===== src/rtl/gmii_tx_framer.sv =====
// GMII transmit framer: wraps an Avalon-ST byte stream in preamble/SFD, pads short
// frames, appends the IEEE 802.3 CRC-32 FCS and enforces the inter-frame gap.
module gmii_tx_framer #(
  parameter int IFG_BYTES = 12,
  parameter int MIN_FRAME = 60
) (
  input  logic       clock_clk,
  input  logic       reset_reset,
  input  logic [7:0] in_data,
  input  logic       in_valid,
  output logic       in_ready,
  input  logic       in_startofpacket,
  input  logic       in_endofpacket,
  input  logic       in_error,
  output logic [7:0] gmii_txd,
  output logic       gmii_txen,
  output logic       gmii_txer,
  output logic       tx_busy,
  output logic       frame_done
);

  typedef enum logic [2:0] {
    S_IDLE, S_PREAMBLE, S_SFD, S_DATA, S_PAD, S_FCS, S_IFG
  } state_t;

  localparam logic [10:0] MIN_CNT  = 11'(MIN_FRAME);
  localparam logic [15:0] IFG_LAST = 16'(IFG_BYTES);

  state_t      state_q, state_d;
  logic [10:0] cnt_q, cnt_d;
  logic [31:0] crc_q, crc_d;
  logic [15:0] sub_q, sub_d;
  logic [7:0]  txd_q, txd_d;
  logic        txen_q, txen_d;
  logic        txer_q, txer_d;
  logic        done_q, done_d;
  logic [31:0] fcs;
  logic [7:0]  acc_byte;

  function automatic logic [31:0] crc_byte(input logic [31:0] c, input logic [7:0] d);
    logic [31:0] r;
    r = c ^ {24'd0, d};
    for (int i = 0; i < 8; i++) begin
      r = r[0] ? ((r >> 1) ^ 32'hEDB88320) : (r >> 1);
    end
    return r;
  endfunction

  function automatic logic [10:0] sat_inc(input logic [10:0] c);
    return (c == 11'h7FF) ? c : c + 11'd1;
  endfunction

  assign fcs      = ~crc_q;
  assign acc_byte = in_valid ? in_data : 8'h00;

  // Outputs are registered alongside the state, so state_q names the decision
  // being made for the byte that appears on GMII in the following cycle.
  always_comb begin
    state_d = state_q;
    cnt_d   = cnt_q;
    crc_d   = crc_q;
    sub_d   = sub_q;
    txd_d   = 8'h00;
    txen_d  = 1'b0;
    txer_d  = 1'b0;
    done_d  = 1'b0;
    in_ready = 1'b0;
    case (state_q)
      S_IDLE: begin
        in_ready = in_valid && !in_startofpacket;
        if (in_valid && in_startofpacket) begin
          state_d = S_PREAMBLE;
          txd_d   = 8'h55;
          txen_d  = 1'b1;
          sub_d   = 16'd1;
        end
      end
      S_PREAMBLE: begin
        txen_d = 1'b1;
        if (sub_q == 16'd7) begin
          state_d = S_SFD;
          txd_d   = 8'hD5;
          cnt_d   = 11'd0;
          crc_d   = 32'hFFFFFFFF;
        end else begin
          txd_d = 8'h55;
          sub_d = sub_q + 16'd1;
        end
      end
      S_SFD, S_DATA: begin
        // A missing beat still occupies a payload slot, flagged as an error.
        in_ready = 1'b1;
        txd_d    = acc_byte;
        txen_d   = 1'b1;
        txer_d   = in_valid ? in_error : 1'b1;
        cnt_d    = sat_inc(cnt_q);
        crc_d    = crc_byte(crc_q, acc_byte);
        state_d  = S_DATA;
        if (in_valid && in_endofpacket) begin
          state_d = (sat_inc(cnt_q) < MIN_CNT) ? S_PAD : S_FCS;
          sub_d   = 16'd0;
        end
      end
      S_PAD: begin
        txen_d = 1'b1;
        cnt_d  = sat_inc(cnt_q);
        crc_d  = crc_byte(crc_q, 8'h00);
        if (sat_inc(cnt_q) >= MIN_CNT) begin
          state_d = S_FCS;
          sub_d   = 16'd0;
        end
      end
      S_FCS: begin
        txen_d = 1'b1;
        txd_d  = fcs[{sub_q[1:0], 3'b000} +: 8];
        if (sub_q[1:0] == 2'd3) begin
          done_d  = 1'b1;
          state_d = S_IFG;
          sub_d   = 16'd0;
        end else begin
          sub_d = sub_q + 16'd1;
        end
      end
      S_IFG: begin
        if (sub_q == IFG_LAST) begin
          state_d = S_IDLE;
        end else begin
          sub_d = sub_q + 16'd1;
        end
      end
      default: state_d = S_IDLE;
    endcase
    if (reset_reset) in_ready = 1'b0;
  end

  always_ff @(posedge clock_clk) begin
    if (reset_reset) begin
      state_q <= S_IDLE;
      cnt_q   <= 11'd0;
      crc_q   <= 32'hFFFFFFFF;
      sub_q   <= 16'd0;
      txd_q   <= 8'h00;
      txen_q  <= 1'b0;
      txer_q  <= 1'b0;
      done_q  <= 1'b0;
    end else begin
      state_q <= state_d;
      cnt_q   <= cnt_d;
      crc_q   <= crc_d;
      sub_q   <= sub_d;
      txd_q   <= txd_d;
      txen_q  <= txen_d;
      txer_q  <= txer_d;
      done_q  <= done_d;
    end
  end

  assign gmii_txd   = txd_q;
  assign gmii_txen  = txen_q;
  assign gmii_txer  = txer_q;
  assign frame_done = done_q;
  assign tx_busy    = (state_q != S_IDLE);

endmodule

===== config.mk =====
export PLATFORM = sky130hd
export DESIGN_NAME = gmii_tx_framer
export DESIGN_NICKNAME = d
export VERILOG_FILES = /design/src/rtl/gmii_tx_framer.sv
export SDC_FILE = /design/constraint.sdc
export NUM_CORES = 1
export LEC_CHECK = 0
export ABC_AREA = 1
export CAP_MARGIN = 15
export CORE_UTILIZATION = 62
export CTS_CLUSTER_SIZE = 30
export DETAILED_ROUTE_END_ITERATION = 7
export PLACE_DENSITY = 0.83
export SLEW_MARGIN = 40
export SYNTH_ARGS = -nofsm -noshare
export SYNTH_HDL_FRONTEND = slang
export SYNTH_SLANG_ARGS = --single-unit

===== constraint.sdc =====
create_clock -name clock_clk -period 2.19 [get_ports clock_clk]
set_input_delay 0.438 -clock clock_clk [delete_from_list [all_inputs] [get_ports clock_clk]]
set_output_delay 0.438 -clock clock_clk [all_outputs]
set_load 0.005 [all_outputs]

* Word level (Yosys, flattened, before mapping)
Index checks and enable logic that the tools add are counted.
** Storage, ports and cells
- Bits in registers :: 73
- Bits in latches :: 0
- Memory bits (writable) :: 0
- ROM bits :: 0
- Input bits :: 14
- Output and inout port bits :: 13
- Word-level logic and storage cells :: 115
- Memories :: 0
** Operators by class
- $add $sub $neg :: 2
- Multipliers :: 0
- Divide/modulo/power cells :: 0
- Magnitude comparators :: 2
- Equality and inequality tests :: 18
- Shift-type cells :: 1
- Muxes and demuxes :: 46
- Bitwise operators :: 20
- Reductions and logical operators :: 18
** Operators by type and width (number)
- 32-bit 2-to-1 mux :: 17
- 13-bit NOT with 14-bit output :: 16
- 16-bit 2-to-1 mux :: 6
- 16-bit one-hot mux with 6 select lines :: 1
- 32-bit one-hot mux with 3 select lines :: 1
- 32-bit NOT :: 1
- 8-bit one-hot mux with 4 select lines :: 1
- 32-bit by 6-bit indexed part select with 8-bit output :: 1
- 32-bit by 8-bit bitwise XOR with 32-bit output :: 1
- 11-bit 2-to-1 mux :: 2
- 11-bit one-hot mux with 2 select lines :: 1
- 3-bit 2-to-1 mux :: 6
- 3-bit one-hot mux with 6 select lines :: 1
- 16-bit by 1-bit adder with 16-bit output (second input constant) :: 1
- 16-bit by 3-bit equality test with 1-bit output (second input constant) :: 1
- 16-bit by 4-bit equality test with 1-bit output (second input constant) :: 1
- 8-bit 2-to-1 mux :: 2
- 2-bit inequality test (second input constant) :: 8
- 11-bit by 1-bit adder with 11-bit output (second input constant) :: 1
- 11-bit equality test (second input constant) :: 1
- 11-bit by 6-bit greater-or-equal comparator with 1-bit output (second input constant) :: 1
- 11-bit by 6-bit < comparator with 1-bit output (second input constant) :: 1
- 3-bit equality test (second input constant) :: 3
- 7-bit 2-to-1 mux :: 1
- other kinds (18) :: 31

* Logic depth before layout (Yosys ltp)
Gate-level depths: netlist of run 1.
- Depth in word-level cells :: 19
- Gate-level depth with buffers :: 17
- Depth with buffers taken out :: 16

* Worst setup path before layout of run 1
Ideal clock, no wire load.
- Path type :: reg-to-reg
- Start :: register sub_q[1]
- End :: register sub_q[9]
- Setup time :: 112 ps
- Data arrival time :: 1881 ps
- Data required time :: 2078 ps
- Path slack :: 197 ps
- Stages on the path, launching flop included :: 14
- Cell sequence :: dfxtp_1 -> inv_1 -> clkbuf_1 -> ha_1 -> nand3_1 -> nor2_1 -> nand2_1 -> nand2_1 -> a21oi_1 -> nand3_2 -> buf_6 -> buf_6 -> a21oi_2 -> nor2_1
** On the way
- Word-level cells in the longest chain between the ends :: 3
- Elaborated cells on any way between the ends :: 11
- Classes of those cells :: add/sub (1); eq/ne (5); mux (4); reduce/logical (1)
** Ends and longest elaborated chain
- start, declared :: RTL line 32 : logic [15:0] sub_q, sub_d;
- start signal, assigned :: RTL line 150 : sub_q <= sub_d;
- 16-bit by 1-bit adder with 16-bit output, or another cell as far along :: RTL line 87, 121, 128
- 16-bit 2-to-1 mux, or another cell as far along :: RTL line 125 : if (sub_q == IFG_LAST) begin
- 16-bit one-hot mux with 6 select lines / 6-bit AND reduction (equally long branches)
Parallel ways exist; a longest one is shown, timed or not. The select of a mux whose other input is x is not followed.
A chain may end at the register's enable or synchronous reset.

* Worst setup path after layout of run 1
- Start :: register crc_q[1]
- End :: register crc_q[14]
** On the way
- Word-level cells in the longest chain between the ends :: 12
- Elaborated cells on any way between the ends :: 22
- Classes of those cells :: mux (17); bitwise (5)
** Ends and longest elaborated chain
- start, declared :: RTL line 31 : logic [31:0] crc_q, crc_d;
- start signal, assigned :: RTL line 149 : crc_q <= crc_d;
- 32-bit by 8-bit bitwise XOR with 32-bit output :: RTL line 42 : r = c ^ {24'd0, d};
- 32-bit 2-to-1 mux (2 in a row) :: RTL line 44 : r = r[0] ? ((r >> 1) ^ 32'hEDB88320) : (r >> 1);
- 13-bit NOT with 14-bit output (no source line)
- 32-bit 2-to-1 mux (4 in a row) :: RTL line 44
- 13-bit NOT with 14-bit output (no source line)
- 32-bit 2-to-1 mux (2 in a row) :: RTL line 44
- 32-bit one-hot mux with 3 select lines * :: RTL line 68 : case (state_q)
Every way passes the cells marked *; elsewhere a longest branch is shown, timed or not.

==> results of run 1 <==
## logic make-up after synthesis
kind of cell / count (synthesis) / share of synthesized area
AO/OA/AOI/OAI: 167 / 0.1507
AND/OR/NAND/NOR: 490 / 0.3355
buffers and inverters: 145 / 0.09522
adder cells (fa/ha/maj): 8 / 0.01621
XOR/XNOR: 104 / 0.1657
flip-flops: 73 / 0.2366
## through the flow
step,hold WS (ns),setup slack [ns],util,setup TNS [ns],power [mW]
floorplan,0.4409,0.1975,-,0,7.977
CTS,0.4703,0.003934,0.7564,0,12.02
global placement,0.4535,-0.3947,0.7333,-7.400,10.62
finish,0.4708,0.07928,0.7767,0,12.56
global route,0.4984,-0.04435,0.7767,-0.04446,13.50
detailed placement,0.4590,-0.3922,0.7333,-8.048,10.79
## cell type report
type,count,area [µm²],share of cell area
clock buffers,11,151.4,0.02003
clock inverters,4,51.30,0.006788
inverters,104,392.9,0.05199
multi-input cells,769,4313,0.5707
flip-flops and latches,73,1464,0.1937
well taps,133,166.4,0.02202
repair buffers,119,1018,0.1348
## power breakdown
group	total (mW)	internal [mW]	switching (mW)
clock network	1.15	0.585	0.562
logic	9.24	3.73	5.50
registers	2.17	1.73	0.441
## critical path, stage by stage, from the launching register on
cell	delay [ns]
dfxtp_1	0.41
xnor2_1	0.62
xor2_1	0.32
or2_2	0.36
nand3_1	0.07
nand2_1	0.05
o21ai_1	0.14
nand2_1	0.06
## metal layers
layer,global-route usage,vias up,share of wire
met5,0,-,0
met4,0.1806,0,0.040
met3,0.09593,69,0.11
met2,0.5899,407,0.43
met1,0.5186,3140,0.41
li1,-,3332,-
## Yosys cell counts (13+ instances only)
cell | instances | share of area
clkbuf_1 | 24 | 0.015
a21oi_1 | 61 | 0.049
nand2_1 | 292 | 0.18
o21ai_0 | 56 | 0.045
inv_2 | 14 | 0.0085
dfxtp_1 | 73 | 0.24
o21ai_1 | 13 | 0.011
inv_1 | 88 | 0.053
xnor2_1 | 35 | 0.050
nor2_1 | 81 | 0.049
o211ai_1 | 16 | 0.019
nand3_1 | 66 | 0.053
xor2_1 | 60 | 0.085
## final timing paths
kind / from / to / slack [ns]
setup reg to reg: crc_q[1] / crc_q[14] / 0.08
hold reg to reg: cnt_q[10] / cnt_q[10] / 0.47
setup / recovery: crc_q[1] / crc_q[14] / 0.08
hold / removal: cnt_q[10] / cnt_q[10] / 0.47
## flip-flops by register name (all words and copies together), names as in the netlist
name	count
crc_q	32
sub_q	16
gmii_txd	8
state_q	3
cnt_q	11
frame_done	1
gmii_txer	1
gmii_txen	1
## repair_timing
| action | in CTS | in global routing |
|---|---|---|
| gates resized for setup | 5 | 34 |
| setup buffers | 0 | 4 |
| endpoints found under the hold margin | 0 | 0 |
| pin swaps | 0 | 3 |
| setup endpoints to repair | 4 | 44 |
==> impl_results.md, run 1 <==
* Status: finished clean
* DR WL/cell at 16.15 µm
* Number of synthesized flops with an enable pin at 0
* Fillers at 767
* Placed cell area at 7134 µm²
* Avg Synthesized Cell Area at 6.257 µm²
* Port bufs at 26
* Type of origin of the critical path: flip-flop
* Setup Viol. Count Final at 0
* Site Rows at 36
* CTS root buf: clkbuf_8
* Post-DP HPWL at 14040 µm
* Core box area at 9729 µm²
* Final min period at 2.111 ns
* Hold_buf cts at 0
* First-pass GRT wire length at 30570 µm
* Yosys cell types at 45
* Power per cell area at 1662 nW/µm²
* Worst Tran Pin Value at 0.7202 ns
* Hold depth at 2
* Final non-filler cell total at 1213
* Register bit count reported by yosys at 73
* Period utilization at 0.9638
* Global route overflow at 0
* Number of max-cap violations at 0
* CP arrival at 2.38 ns
* Cells on worst reg2reg path at 7
* Initial Utilization at 0.6348
* TritonCTS Sinks at 73
* Most frequent cells in the layout: nand2_1, inv_1, buf_4
* Area growth syn-to-layout at 22.37%
* # DRC at 0
* 1st-iter DRT viols at 692
* First-pass iteration count of the detailed router at 7
* CP Class: flip-flop to flip-flop
* Synth Warn # at 0
* Initial antenna violation count at 0
* Fin nets at 1098
* Clock Skew at 0.01175 ns
* Die area at 10360 µm²
* Vias at 6948
* Asr flop ratio synth at 0
* Sequential area share after synthesis at 0.2366
* Clk slew on worst S/H paths at 0.09 ns
* Vias in the first global route at 6161
* Critical Path RT at 2.46 ns
* GRT Total Usage at 0.3891
* DRT Wirelength at 19590 µm
* Die W at 101.8 µm
* CP Max Fanout at 5
* H-tree depth at 3
* P_leak at 3.552 nW
* Syn_nets at 1009
* Fin area at 7557 µm²
* Cts bufs inserted at 9
* Clock Latency Late Sink at 0.37 ns
* Worst setup EP type: flip-flop
* Ant diodes at 0
* Final Hold Vio Count at 0
* Placer congestion estimate at 0.9804
* Boundary pin count at 27
* Vias per Instance at 5.728
* Worst IR Drop VDD at 0.9217 mV
* DP Cell Count at 1194
* Mapped Area at 6176 µm²
* Max Fclk at 0.4738 GHz
* Max-slew violations at 0
* CTS Buffer Depth at 2
* CTS tree: built
* Die Height at 101.8 µm
* Main flop type after synthesis: dfxtp_1
* Worst min path class: flip-flop to flip-flop
* Final ANT Viol Nets at 0
* Most common cell after layout, fill and taps aside: nand2_1
* Layout cells sized above 1 at 0.1685
* Gate Count Post-Synth at 987
* Pin count of the biggest net entering global routing at 47
* Slew headroom at 0.5164
No activity file was read; power rests on OpenSTA's default activity.
==> inputs of run 2 (changes only) <==
--- a/config.mk
+++ b/config.mk
@@ -7,10 +7,11 @@
 export LEC_CHECK = 0
 export ABC_AREA = 1
 export CAP_MARGIN = 15
-export CORE_UTILIZATION = 62
+export CORE_UTILIZATION = 45
 export CTS_CLUSTER_SIZE = 30
 export DETAILED_ROUTE_END_ITERATION = 7
-export PLACE_DENSITY = 0.83
+export PLACE_DENSITY = 0.64
+export REMOVE_ABC_BUFFERS = 1
 export SLEW_MARGIN = 40
 export SYNTH_ARGS = -nofsm -noshare
 export SYNTH_HDL_FRONTEND = slang
==> impl_results.md, run 2 (synthesis gave the netlist of run 1 again) <==
* Initial antenna violation count at 0
* CTS root buf: clkbuf_16
* Most frequent cells in the layout: nand2_1, inv_1, buf_4
* Placed cell area at 7181 µm²
* Power per cell area at 1655 nW/µm²
* CTS tree: built
* Die Height at 119.2 µm
* Place WS at -0.4826 ns
* Cell-internal power at 6.320 mW
* Number of max-cap violations at 0
* Most common cell after layout, fill and taps aside: nand2_1
* Slew headroom at 0.5933
* Ant diodes at 0
* 1st-iter DRT viols at 564
* Global route overflow at 0
* Clock Latency Late Sink at 0.35 ns
* Placer congestion estimate at 0.9038
* GRT Total Usage at 0.2876
* DR WL/cell at 15.51 µm
* Worst Tran Pin Value at 0.6092 ns
* Pin count of the biggest net entering global routing at 47
* Boundary pin count at 27
* Layout cells sized above 1 at 0.1608
* Fillers at 1306
* Seq pwr share at 0.170
* Core box area at 13300 µm²
* CP Class: input pin to flip-flop
* Period utilization at 0.9477
* Site Rows at 42
* Die area at 14200 µm²
* Final non-filler cell total at 1258
* Type of origin of the critical path: input pin
* First-pass GRT wire length at 31730 µm
* Vias in the first global route at 5989
* Crit path max-delay family: buffers and inverters
* DRT Wirelength at 19520 µm
* Comb pwr share at 0.707
* Cells on worst reg2reg path at 12
* Cells along the critical path: clkdlybuf4s50_1 > nand2_1 > xor2_2 > buf_4 > xnor2_4 > buf_4 > nor2_2 > buf_4 > nand2_1 > nand3_1 > nand2_1 > nand2_1
* Clock Skew at 0.005862 ns
* Clk pwr share at 0.123
* Final Hold Vio Count at 0
* H-tree depth at 3
* P_leak at 3.571 nW
* Worst IR Drop VDD at 0.6786 mV
* Most flops, register: crc_q
* Max incr delay on CP at 0.48 ns
* Psw at 6.308 mW
* First-pass iteration count of the detailed router at 5
* CTS Buffer Depth at 2
* # DRC at 0
* Worst min path class: flip-flop to flip-flop
* Vias per Instance at 5.219
* Max reg flops at 32
* Critical path buffers and inverters at 4
* Largest regs: crc_q (32), sub_q (16), cnt_q (11)
* Max-slew violations at 0
* Critical Path RT at 2.48 ns
* Switching share of power at 0.4995
* Die W at 119.2 µm
* Cts bufs inserted at 9
* Area growth syn-to-layout at 23.56%
* CP max stage cell: clkdlybuf4s50_1
* CP Max Fanout at 5
* Status: finished clean
* RSZ-0062 raised after global routing: no
* CP arrival at 2.37 ns
* Post-DP HPWL at 14100 µm
* Fin nets at 1099
* Final ANT Viol Nets at 0
* Fin area at 7631 µm²
* DP Cell Count at 1236
* Initial Utilization at 0.4645
* Total power at 12.63 mW
* Worst path most repeated cell: nand2_1
* Hold depth at 2
* Post-route setup TNS at 0 ns
* Port bufs at 26
* Setup Viol. Count Final at 0
* TritonCTS Sinks at 73
* Crit path depth at 12
* Final min period at 2.076 ns
* Final setup margin at 0.1145 ns
* Clk slew on worst S/H paths at 0.06 ns
* Max Fclk at 0.4818 GHz
* Vias at 6565
* Worst setup EP type: flip-flop
run 2: worst min-delay path, cell delays in order, from the launching register on:
cell and delay [ns]:
dfxtp_1 0.31, nand2_1 0.06, a21oi_1 0.05
run 2: worst paths after layout:
path              slack, ns  startpoint        end
setup / recovery       0.11  in_data[7]  crc_q[20]
hold / removal         0.47   cnt_q[10]  cnt_q[10]
setup reg to reg       0.16    crc_q[4]  crc_q[18]
hold reg to reg        0.47   cnt_q[10]  cnt_q[10]
run 2: final cells by class:
type / count / area (µm²) / share of cell area
timing repair buffer: 120 / 1042 / 0.1366
tap: 176 / 220.2 / 0.02886
inverter: 104 / 390.4 / 0.05116
multi-input combinational: 769 / 4208 / 0.5514
sequential: 73 / 1463 / 0.1917
clock inverter: 4 / 51.30 / 0.006722
clock buffer: 12 / 256.5 / 0.03361
run 2: per-layer routing:
layer,part of all wire,vias to the layer above,global-route usage
li1,-,3334,-
met1,0.47,2961,0.4065
met2,0.43,227,0.4368
met3,0.066,43,0.03879
met4,0.030,0,0.1179
met5,0,-,0
run 2: metrics by stage:
step           hold WS (ns)  utilization
2_1_floorplan        0.4349            -
3_3_place_gp         0.4520       0.5401
3_5_place_dp         0.4619       0.5401
4_1_cts              0.4691       0.5705
5_1_grt              0.4837       0.5740
6_report             0.4664       0.5740
run 2: what timing repair did:
| item | in CTS | in global routing |
|---|---|---|
| pin swaps | 2 | 2 |
| gates cloned | 1 | 0 |
| hold buffers | 0 | 0 |
| buffers inserted | 5 | 0 |
| setup endpoints to repair | 13 | 29 |
| resized for setup | 6 | 13 |
run 2: power by group through the flow:
stage	clock (mW)	sequential, mW	combinational (mW)
4_1_cts	1.59	2.14	8.73
5_1_grt	1.65	2.20	9.87
3_3_place_gp	0	2.17	8.52
6_report	1.56	2.15	8.92
3_5_place_dp	0	2.16	8.56
2_1_floorplan	0	2.16	5.57
==> inputs of run 3 (changes only) <==
--- a/config.mk
+++ b/config.mk
@@ -10,6 +10,7 @@
 export CORE_UTILIZATION = 45
 export CTS_CLUSTER_SIZE = 30
 export DETAILED_ROUTE_END_ITERATION = 7
+export HOLD_SLACK_MARGIN = 0.15
 export PLACE_DENSITY = 0.64
 export REMOVE_ABC_BUFFERS = 1
 export SLEW_MARGIN = 40
==> results of run 3 <==
Same layout as run 2: the final DEF is identical, and so are final timing and power.
